===== config.mk =====
export PLATFORM = sky130hd
export DESIGN_NAME = si5341_cfg_seq
export DESIGN_NICKNAME = d
export VERILOG_FILES = /design/src/rtl/si5341_cfg_seq.sv
export SDC_FILE = /design/constraint.sdc
export NUM_CORES = 1
export LEC_CHECK = 0
export ABC_AREA = 1
export CAP_MARGIN = 20
export CORE_MARGIN = 10
export CORE_UTILIZATION = 23
export CTS_CLUSTER_SIZE = 16
export DETAILED_ROUTE_END_ITERATION = 16
export GPL_TIMING_DRIVEN = 0
export MAX_ROUTING_LAYER = met4
export PLACE_DENSITY_LB_ADDON = 0.15
export SLEW_MARGIN = 20
export SYNTH_ARGS = -nofsm -noshare
export SYNTH_HDL_FRONTEND = slang
export SYNTH_SLANG_ARGS = --single-unit
export TNS_END_PERCENT = 100

===== constraint.sdc =====
create_clock -name clk -period 12.7 [get_ports clk]
set_input_delay 2.54 -clock clk [delete_from_list [all_inputs] [get_ports clk]]
set_output_delay 2.54 -clock clk [all_outputs]
set_load 0.01 [all_outputs]

===== src/rtl/si5341_cfg_seq.sv =====
// Si5341 configuration sequencer: walks a register table, inserts page
// writes, runs embedded ms delays, and feeds three-byte frames to i2c_ctrl.
module si5341_cfg_seq #(
   parameter int          SYS_CLK  = 50_000_000,
   parameter int          MS_CYC   = 50_000,
   parameter logic [7:0]  DEV_ADDR = 8'hE8,
   parameter logic [15:0] TBL_LEN  = 16'd512,
   parameter int          AW       = 16
) (
   input  logic          clk,
   input  logic          rst,
   input  logic          start,
   output logic [AW-1:0] tbl_addr,
   input  logic [23:0]   tbl_data,
   output logic          wr_req,
   output logic [7:0]    wr_data,
   input  logic          wr_done,
   output logic          busy,
   output logic          cfg_done
);

   // Fall back to SYS_CLK/1000 if no explicit cycles-per-ms is given.
   localparam logic [31:0] MsCyc =
      (MS_CYC > 0) ? 32'(MS_CYC) : 32'(SYS_CLK / 1000);
   localparam logic [AW-1:0] LastAddr = AW'(TBL_LEN - 16'd1);

   typedef enum logic [3:0] {
      S_IDLE,
      S_FETCH,
      S_DECODE,
      S_PAGE_WR,
      S_REG_WR,
      S_GAP,
      S_DELAY,
      S_NEXT,
      S_DONE
   } state_t;

   state_t        state_q, state_d;
   logic [AW-1:0] addr_q, addr_d;
   logic [23:0]   ent_q, ent_d;
   logic [7:0]    page_q, page_d;
   logic          pv_q, pv_d;
   logic [1:0]    bcnt_q, bcnt_d;
   logic          gap_q, gap_d;
   logic          to_reg_q, to_reg_d;
   logic [31:0]   dly_q, dly_d;
   logic          req_q, req_d;
   logic [7:0]    data_q, data_d;
   logic          busy_q, busy_d;
   logic          done_q, done_d;

   logic [1:0]    bnext;
   logic          is_pg;

   assign bnext = bcnt_q + 2'd1;
   assign is_pg = (state_q == S_PAGE_WR);

   always_ff @(posedge clk) begin
      if (rst) begin
         state_q  <= S_IDLE;
         addr_q   <= '0;
         ent_q    <= '0;
         page_q   <= '0;
         pv_q     <= 1'b0;
         bcnt_q   <= '0;
         gap_q    <= 1'b0;
         to_reg_q <= 1'b0;
         dly_q    <= '0;
         req_q    <= 1'b0;
         data_q   <= 8'h00;
         busy_q   <= 1'b0;
         done_q   <= 1'b0;
      end else begin
         state_q  <= state_d;
         addr_q   <= addr_d;
         ent_q    <= ent_d;
         page_q   <= page_d;
         pv_q     <= pv_d;
         bcnt_q   <= bcnt_d;
         gap_q    <= gap_d;
         to_reg_q <= to_reg_d;
         dly_q    <= dly_d;
         req_q    <= req_d;
         data_q   <= data_d;
         busy_q   <= busy_d;
         done_q   <= done_d;
      end
   end

   always_comb begin
      state_d  = state_q;
      addr_d   = addr_q;
      ent_d    = ent_q;
      page_d   = page_q;
      pv_d     = pv_q;
      bcnt_d   = bcnt_q;
      gap_d    = gap_q;
      to_reg_d = to_reg_q;
      dly_d    = dly_q;
      req_d    = req_q;
      data_d   = data_q;
      busy_d   = busy_q;
      done_d   = done_q;

      unique case (state_q)
         S_IDLE: begin
            if (start) begin
               addr_d  = '0;
               pv_d    = 1'b0;
               done_d  = 1'b0;
               busy_d  = 1'b1;
               state_d = S_FETCH;
            end
         end
         S_FETCH: state_d = S_DECODE;
         S_DECODE: begin
            ent_d = tbl_data;
            if (tbl_data[23:8] == 16'hFFFF) begin
               if (tbl_data[7:0] == 8'h00) begin
                  state_d = S_NEXT;
               end else begin
                  dly_d   = 32'(tbl_data[7:0]) * MsCyc - 32'd1;
                  state_d = S_DELAY;
               end
            end else begin
               req_d  = 1'b1;
               data_d = DEV_ADDR;
               bcnt_d = 2'd0;
               if (!pv_q || tbl_data[23:16] != page_q) begin
                  state_d = S_PAGE_WR;
               end else begin
                  state_d = S_REG_WR;
               end
            end
         end
         S_PAGE_WR, S_REG_WR: begin
            if (wr_done) begin
               if (bcnt_q == 2'd2) begin
                  req_d    = 1'b0;
                  gap_d    = 1'b0;
                  to_reg_d = is_pg;
                  state_d  = S_GAP;
                  if (is_pg) begin
                     page_d = ent_q[23:16];
                     pv_d   = 1'b1;
                  end
               end else begin
                  bcnt_d = bnext;
                  if (is_pg) begin
                     data_d = (bnext == 2'd1) ? 8'h01 : ent_q[23:16];
                  end else begin
                     data_d = (bnext == 2'd1) ? ent_q[15:8] : ent_q[7:0];
                  end
               end
            end
         end
         S_GAP: begin
            // Two idle cycles let i2c_ctrl emit STOP before the next frame.
            if (gap_q) begin
               if (to_reg_q) begin
                  req_d   = 1'b1;
                  data_d  = DEV_ADDR;
                  bcnt_d  = 2'd0;
                  state_d = S_REG_WR;
               end else begin
                  state_d = S_NEXT;
               end
            end else begin
               gap_d = 1'b1;
            end
         end
         S_DELAY: begin
            if (dly_q == 32'd0) begin
               state_d = S_NEXT;
            end else begin
               dly_d = dly_q - 32'd1;
            end
         end
         S_NEXT: begin
            if (addr_q == LastAddr) begin
               state_d = S_DONE;
            end else begin
               addr_d  = addr_q + 1'b1;
               state_d = S_FETCH;
            end
         end
         S_DONE: begin
            busy_d  = 1'b0;
            done_d  = 1'b1;
            state_d = S_IDLE;
         end
         default: state_d = S_IDLE;
      endcase
   end

   assign tbl_addr = addr_q;
   assign wr_req   = req_q;
   assign wr_data  = data_q;
   assign busy     = busy_q;
   assign cfg_done = done_q;

endmodule


* Yosys cells after proc, flatten, opt, wreduce, memory -nomap -nowiden *
Index checks and enable logic that the tools add are counted.

operators by class
  add/sub/neg operators = 4
  multiply operators = 1
  equality and inequality tests = 26
  muxes and demuxes = 48
  reductions and logical operators = 22

operators by type and width
  kind                                                  number
  two-way mux 32 bit                                    3
  two-way mux 8 bit                                     8
  one-hot mux 32 bit (2 select lines)                   1
  zero test 32 bit                                      1
  two-way mux 16 bit                                    2
  one-hot mux 16 bit (2 select lines)                   1
  subtractor 32 x 1 -> 32 bit, second input constant    1
  two-way mux 4 bit                                     7
  one-hot mux 4 bit (7 select lines)                    1
  inequality test 2 bit, second input constant          13
  subtractor 24 x 1 -> 25 bit, second input constant    1
  one-hot mux 8 bit (3 select lines)                    1
  multiplier 8 x 12 -> 20 bit, second input constant    1
  adder 16 x 1 -> 16 bit, second input constant         1
  equality test 16 bit, second input constant           1
  equality test 16 x 9 -> 1 bit, second input constant  1
  equality test 4 x 3 -> 1 bit, second input constant   4
  two-way mux 2 bit                                     6
  AND reduction 6 bit                                   2
  two-way mux 1 bit                                     11
  AND reduction 5 bit                                   2
  nonzero test 2 bit                                    5
  AND reduction 3 bit                                   3
  equality test 4 x 2 -> 1 bit, second input constant   2
  other kinds (18)                                      22

word-level totals
  register bits = 100
  input port bits = 28
  output and inout port bits = 27
  word-level logic and storage cells = 114

* Longest topological paths before layout *
Gate-level depths: netlist of run 1.

  word-level depth = 7
  mapped depth = 23
  gate-level depth less buffers = 23

* Worst setup path after synthesis of run 1 *
OpenSTA, ideal clock, no wires.

  path kind = input to register
  start = input port tbl_data[2]
  end = register dly_q[31]
  library setup time = 0.056 ns
  arrival time = 5.723 ns
  required time = 12.644 ns
  path slack = 6.921 ns
  cell stages on the path = 20
  buffers on the path = 1
  path through = ha_1 -> ha_1 -> inv_1 -> fa_1 -> inv_1 -> fa_1 -> ha_1 -> buf_6 -> a21oi_2 -> nand3_1 -> nand2_2 -> and2_1 -> nand3_1 -> nor2_2 -> nand2_1 -> nor2_2 -> nand3_4 -> nand3_1 -> nand2_1 -> inv_1

between the ends
  cells in the longest elaborated chain, start to end = 5
  elaborated cells between the ends (all ways) = 8
  those cells by class = 1 x add/sub; 1 x mul; 1 x eq/ne; 3 x mux; 2 x reduce/logical

RTL lines
  element                              RTL line  source
  start, declared                      14        input logic [23:0] tbl_data,
  multiplier 8 x 12 -> 20 bit          123       dly_d = 32'(tbl_data[7:0]) * MsCyc - 32'd1;
  subtractor 24 x 1 -> 25 bit          123
  two-way mux 32 bit                   120       if (tbl_data[7:0] == 8'h00) begin
  two-way mux 32 bit                   119       if (tbl_data[23:8] == 16'hFFFF) begin
  one-hot mux 32 bit (2 select lines)  106       unique case (state_q)
  end signal, assigned                 83        dly_q <= dly_d;
  end, declared                        47        logic [31:0] dly_q, dly_d;

Several ways; a longest one is shown, not always the timed one. The select of a mux whose other input is x is not followed.
A chain may end at the register's enable or synchronous reset.

* Worst setup path after layout of run 1 *
  start = input port tbl_data[6]
  end = register dly_q[23]

Same word-level chain as after synthesis.

==> results of run 1 <==
-- kinds of logic after synthesis --
| family | count (synthesis) |
|---|---|
| xor gates and xnor gates | 24 |
| buffers and inverters | 188 |
| AOI/OAI and AO/OA | 240 |
| and+or+nand+nor | 523 |
| DFF | 100 |
| adders and majority gates | 74 |
-- flip-flops by register name, indices dropped and copies added, names as in the netlist --
name and flops:
ent_q 24, page_q 8, tbl_addr 16, dly_q 32, to_reg_q 1, wr_data 8
busy 1, pv_q 1, cfg_done 1, bcnt_q 2, wr_req 1, state_q 4
gap_q 1
-- worst register-to-register path, stage by stage (launching register included) --
cell and delay (ns):
dfxtp_1 0.30, inv_1 0.10, ha_1 0.27, nand4_2 0.23
inv_2 0.13, nand2_1 0.06, o21ai_1 0.35, nand2_1 0.11
nand2_2 0.12, inv_2 0.10, buf_2 0.21, o21ai_0 0.18
a21oi_1 0.06
-- routing by layer --
metal	vias to the layer above	track usage (%)	routed length, um	share of wire, %
li1	3930	-	-	-
met1	3430	15.4	11900	48
met2	105	20.9	11700	48
met3	17	1.58	746	3.0
met4	0	2.82	257	1.0
met5	-	-	0	0
-- cells in the final DEF (no fill, tap or decap), types with 15 or more instances in the layout --
master / count
o21ai_0: 87
ha_1: 62
clkdlybuf4s50_1: 53
inv_1: 140
dfxtp_1: 100
clkbuf_1: 21
nor2_1: 127
a21oi_1: 102
nand3_1: 79
nand2_1: 226
nand2_2: 15
nor3_1: 16
-- per-stage QoR --
step | total power, mW | hold slack (ns) | instances | area, um2
floorplan | 1.23 | 0.424 | 1149 | 7690
global placement | 1.50 | 0.452 | 1644 | 8780
detailed placement | 1.51 | 0.453 | 1644 | 8780
CTS | 1.80 | 0.464 | 1660 | 9070
global route | 1.97 | 0.495 | 1660 | 9070
finish | 1.78 | 0.464 | 1660 | 9070
-- how the worst max path moves through the flow --
stage	start	end	slack [ns]	depth (start not counted)
finish	tbl_data[6]	dly_q[23]	6.24	19
global route	tbl_data[6]	dly_q[23]	5.80	19
CTS	tbl_data[6]	dly_q[23]	6.17	19
detailed placement	tbl_data[6]	dly_q[19]	5.80	18
global placement	tbl_data[6]	dly_q[23]	5.83	20
floorplan	tbl_data[2]	dly_q[31]	6.92	20
-- power breakdown --
group          internal [mW]  total (mW)  leakage (nW)  switching [mW]
clock                  0.153       0.284         0.142           0.131
sequential             0.390       0.454         0.812          0.0640
combinational          0.375        1.04          3.05           0.663
total                  0.918        1.78          4.01           0.858
-- cell type report --
cell class / count / area, um2
fillers: 3699 / 23700
multi-input cells: 861 / 4930
flip-flops and latches: 100 / 2000
inverters: 157 / 594
well taps: 442 / 553
repair buffers: 53 / 531
clock buffers: 10 / 229
plain buffers: 31 / 164
clock inverters: 6 / 65.1
==> metrics.md, run 1 <==
| Metric | Value |
|---|---|
| Status | `finished clean` |
| Nets@finish | `between 1000 and 1500` |
| Largest family of logic cells by synthesized area | `simple AND/OR/NAND/NOR gates` |
| Hold-fix buffers, CTS | `0` |
| Worst-case vdd ir drop | `0.0000672 V` |
| Mux share of post-synthesis cell area | `0%` |
| Reg2Reg Launch Point | `dly_q[0]` |
| Syn_nets | `between 1000 and 1500` |
| Xor/xnor cell area share of the yosys netlist | `under 10%` |
| Total gr overflow | `0` |
| Synth top area share | `between 20% and 30%` |
| Setup bufs post-CTS | `0` |
| H-tree depth | `3` |
| Critical-path top delay cell | `clkdlybuf4s50_1` |
| Antenna-violating nets left | `0` |
| Hold Path Class | `reg2reg` |
| Router iterations before antenna repair | `5` |
| Top-Level Pins | `55` |
| Most common flop cell mapped by yosys | `dfxtp_1` |
| Max Freq | `155 MHz` |
| Row cnt | `between 60 and 70` |
| Final hold vios | `0` |
| Clk root buf | `clkbuf_16` |
| Critical Path Start Type | `input port` |
| Tmin final | `6.46 ns` |
| Post-Syn Area per Cell | `6.70 um2` |
| Vias per inst | `about 4.5` |
| Least-Margin Pin Slew | `0.705 ns` |
| Largest net degree at the start of global routing | `17` |
| Final HPWL DP | `between 15000 and 20000 um` |
| Pwr Density | `between 150 and 200 mW/mm2` |
| Final worst setup slack | `between 6 and 7 ns` |
| Final wirelength | `24700 um` |
| Simple-gate portion of the synthesized area | `between 30% and 40%` |
| Final Cycle Share | `roughly half` |
| Layout cell share with drive strength beyond 1 | `just under 8%` |
| Global-route wire length before repair | `40400 um` |
| CTS tree | `yes` |
| Die H | `203 um` |
| Compound-cell area share of the yosys netlist | `around 17%` |
| Final core occ | `approximately 28%` |
| Hold path startpoint | `gap_q` |
| Crit path required time | `13.00 ns` |
| 1st-iter DRT viols | `400` |
| RSZ-0062 raised after global routing | `no` |
| Core ar. | `0.0328 mm2` |
| Area growth, synth to finish | `17.9%` |
| CP endpoint kind | `register` |
| Top post-synthesis cells by area | `dfxtp_1 (26%), nand2_1 (11%), ha_1 (10%)` |
| CP Max Fanout | `6` |
| Worst slack, placed | `a little under 6 ns` |
| Top delay family on crit path | `adder cells` |
| Max Slew Vio Count | `0` |
| Yosys top cell by area | `dfxtp_1` |
| Vias in the first global route | `7516` |
| Post-CTS Resized | `0` |
| Sequential share of the synthesized area | `a little over a quarter` |
| Critical Path AT | `slightly below 7 ns` |
| Wire per inst | `14.9 um` |
| Synth Cell Area | `between 0.007 and 0.008 mm2` |
| Hold EP | `gap_q` |
| Die width | `203 um` |
| Delay of the slowest critical-path stage | `0.66 ns` |
| Worst Clk Skew | `0.0102 ns` |
| Area share of fa/ha/maj cells after synthesis | `13.2%` |
| I/O Buffers | `53` |
| Starting density of the core | `23.5%` |
| Most common cell on crit path | `nand2_1` |
| Initial antenna violation count | `0` |
| Post-synth EDFFs | `0` |
| Critical path buffers and inverters | `2` |
| #FFs+latches synth | `100` |
| R2r endpoint | `dly_q[14]` |
| Hold-critical path depth | `2` |
| GPL Wtd Cong | `about 0.84` |
| DRC Markers | `0` |
| Worst setup path category | `in2reg` |
| Leak pwr | `4.01 nW` |
| Synth warn | `0` |
| Setup violations, final | `0` |
| Maximum capacitance violations | `0` |
| Commonest cells post-synth | `nand2_1 (226), inv_1 (140), nor2_1 (127)` |
| Count leader, synth | `nand2_1` |
| Asr flop ratio synth | `0%` |
| Reg2Reg Setup Slack | `10.37 ns` |
| Clock buffer count from CTS | `9` |
| R2R cell count | `12` |
| Die area | `0.0412 mm2` |
| Post-synth cell types | `52` |
| Clock Sinks | `100` |
| Clock transition at path regs | `roughly 0.070 ns` |
| Fin Setup TNS | `0 ns` |
| Clock Latency Late Sink | `0.37 ns` |
| Gr usage total | `about 12%` |
| Ant. Diodes | `0` |
| Worst path cell trace | `clkdlybuf4s50_1 > inv_1 > ha_1 > ha_1 > fa_1 > fa_1 > ha_1 > nand2_1 > nor2_1 > nand3_1 > nand3_1 > nand2_1 > nand2_1 > nand2_1 > nor2_2 > nand2_1 > nand2_1 > nand3_1 > a21oi_1` |
| Slew headroom | `about 53%` |
| Vias | `approximately 7500` |
| Cell count after synthesis | `between 1000 and 1500` |
| CTS max path bufs | `2` |
No activity file was read; power rests on OpenSTA's default activity.
==> run 2, diff against run 1 <==
==> constraint.sdc (replaced) <==
create_clock -name clk -period 6.38 [get_ports clk]
set_input_delay 1.276 -clock clk [delete_from_list [all_inputs] [get_ports clk]]
set_output_delay 1.276 -clock clk [all_outputs]
set_load 0.01 [all_outputs]
==> results of run 2 <==
The final DEF is identical to that of run 1. Status: finished clean.
Among the figures that moved: setup slack after placement 5.80 ns -> 0.749 ns; setup slack after layout 6.24 ns -> 1.19 ns; register-to-register setup slack 10.37 ns -> 4.05 ns; total power 1.78 mW -> 3.54 mW; worst IR drop on VDD 0.0000672 V -> 0.000134 V
==> RTL change (flow settings as in run 2) <==
`addr_q` no longer has a reset.
--- a/src/rtl/si5341_cfg_seq.sv
+++ b/src/rtl/si5341_cfg_seq.sv
@@ -59,7 +59,6 @@
    always_ff @(posedge clk) begin
       if (rst) begin
          state_q  <= S_IDLE;
-         addr_q   <= '0;
          ent_q    <= '0;
          page_q   <= '0;
          pv_q     <= 1'b0;
@@ -73,7 +72,6 @@
          done_q   <= 1'b0;
       end else begin
          state_q  <= state_d;
-         addr_q   <= addr_d;
          ent_q    <= ent_d;
          page_q   <= page_d;
          pv_q     <= pv_d;
@@ -86,6 +84,10 @@
          busy_q   <= busy_d;
          done_q   <= done_d;
       end
+   end
+
+   always_ff @(posedge clk) begin
+      addr_q <= addr_d;
    end
 
    always_comb begin
Formal check against the unedited RTL: differs if rst is asserted again (counterexample within 10 cycles, from zero or initial values and one cycle with rst high); with rst held inactive, the same outputs for 10 cycles.
==> RTL change against run 2 <==
  * Highest routed layer unchanged
  * Wire length fell by 1.5%
  * Synthesized area decreased by 0.75%
  * Worst hold slack worse by 13 ps
  * Cell count fell by 1.4%
  * Setup slack lost 80 ps
  * Final area shrank 0.46%
  * Critical path depth up 2
  * Sequential cell count did not move
  * Power decreased by 21%
==> RTL change: results (changes against run 2) <==
stage,metric,value,unit,change
yosys,synth cell count leaders,"nand2_1 (230), inv_1 (142), nor2_1 (140)",,
global_routing,Total GRT Usage,12.2,%,-0.18 points
placement,gp weighted congestion,0.827,,-0.97%
global_routing,first-pass GRT wire length,39400,um,-2.4%
routing,Vias,7346,,-1.8%
timing,hold slack final,451,ps,-12.8 ps
yosys,Post-synth EDFFs,16,,+16
placement,post-DP HPWL,19500,um,-1.9%
critical_path,R2R setup slack,4060,ps,about the same
run_status,status,"complete, no violations",,
yosys,post-synthesis sequential area ratio,28.3,%,+2.3 points
finish,layout cell share with drive strength beyond 1,6.53,%,-1.2 points
timing,Worst slew margin,52.5,%,-0.46 points
global_routing,largest net degree at the start of global routing,18,,+1
routing,drt wl/cell,14.9,um,-0.10%
critical_path,terminus of the critical flop-to-flop path,tbl_addr[2],,
worst_hold_path,hold path endpoint,ent_q[5],,
yosys,Yosys Warn Count,0,,unchanged
yosys,Synth cell types,50,,-3.8%
critical_path,Worst R2R Path Depth,7,,-5
finish,Biggest register,dly_q,,
placement,# placed instances,1620,,-1.5%
placement,I/O Buffers,54,,+1.9%
yosys,largest cells by area after synthesis,"dfxtp_1 (22%), nand2_1 (11%), ha_1 (10%), inv_1 (7.0%), nor2_1 (6.9%)",,
critical_path,Arrival @ worst endpoint,5530,ps,+40 ps
routing,Vias/cell,4.49,,-0.38%
global_routing,met2 Use GR,19.1,%,-1.8 points
global_routing,vias in the first global route,7187,,-4.4%
power,maximum VDD drop,175,uV,+31%
global_routing,Global Route met3 Usage,1.79,%,+0.21 points
finish,diode count,0,,unchanged
yosys,post-synthesis area per instance,6.79,sq um,+1.5%
power,Leak,4.05,nW,+1.0%
finish,Fill cells,3646,,-1.4%
routing,drt initial violations,428,,+7.0%
timing,clk_skew,14.4,ps,+4.15 ps
global_routing,grt met1 use,16.2,%,+0.75 points
[RTL change: routing by layer]
layer / wire length, um / up-vias
met1: 12300 / 3374
li1: - / 3834
met2: 10800 / 114
met3: 741 / 24
met4: 405 / 0
met5: 0 / -
[RTL change: how the worst max path moves through the flow]
stage	endpoint	from
after floorplan	dly_q[22]	tbl_data[2]
after global placement	dly_q[26]	tbl_data[0]
after detailed placement	dly_q[30]	tbl_data[6]
after CTS	dly_q[31]	tbl_data[6]
after global routing	dly_q[22]	tbl_data[4]
final	dly_q[22]	tbl_data[4]
[RTL change: through the flow]
step                worst slack [ps]  total power, W
floorplan                       1860         0.00176
global placement                 740         0.00225
detailed placement               723         0.00226
CTS                             1100         0.00285
global route                     783         0.00306
finish                          1110         0.00280
[RTL change: logic make-up after synthesis]
group | Yosys count | synth area share [%]
xor+xnor | 19 | 2.18
flops | 100 | 28.3
compound gates | 223 | 15.9
simple gates | 527 | 31.1
buf+inv | 181 | 9.26
fa+ha+maj | 74 | 13.3
[RTL change: cell type report]
class | instances | area (sq um) | area share, %
multi-input cells | 843 | 4770 | 52.8
flip-flops and latches | 100 | 2160 | 23.9
inverters | 154 | 578 | 6.40
well taps | 442 | 553 | 6.12
repair buffers | 54 | 541 | 5.99
clock buffers | 9 | 225 | 2.49
plain buffers | 27 | 129 | 1.43
clock inverters | 7 | 75.1 | 0.831
[RTL change: worst max-delay path: cells and delay by family]
family,cells,cell delay (ps)
fa+ha+maj,5,2060
simple gates,11,1230
buf+inv,4,820
compound gates,1,140
[RTL change: power by group]
| group | total [W] | internal [W] | switching, W | leakage (nW) |
|---|---|---|---|---|
| Combinational | 0.00131 | 0.000492 | 0.000819 | 3.06 |
| Sequential | 0.000914 | 0.000800 | 0.000114 | 0.843 |
| Clock | 0.000579 | 0.000308 | 0.000271 | 0.146 |
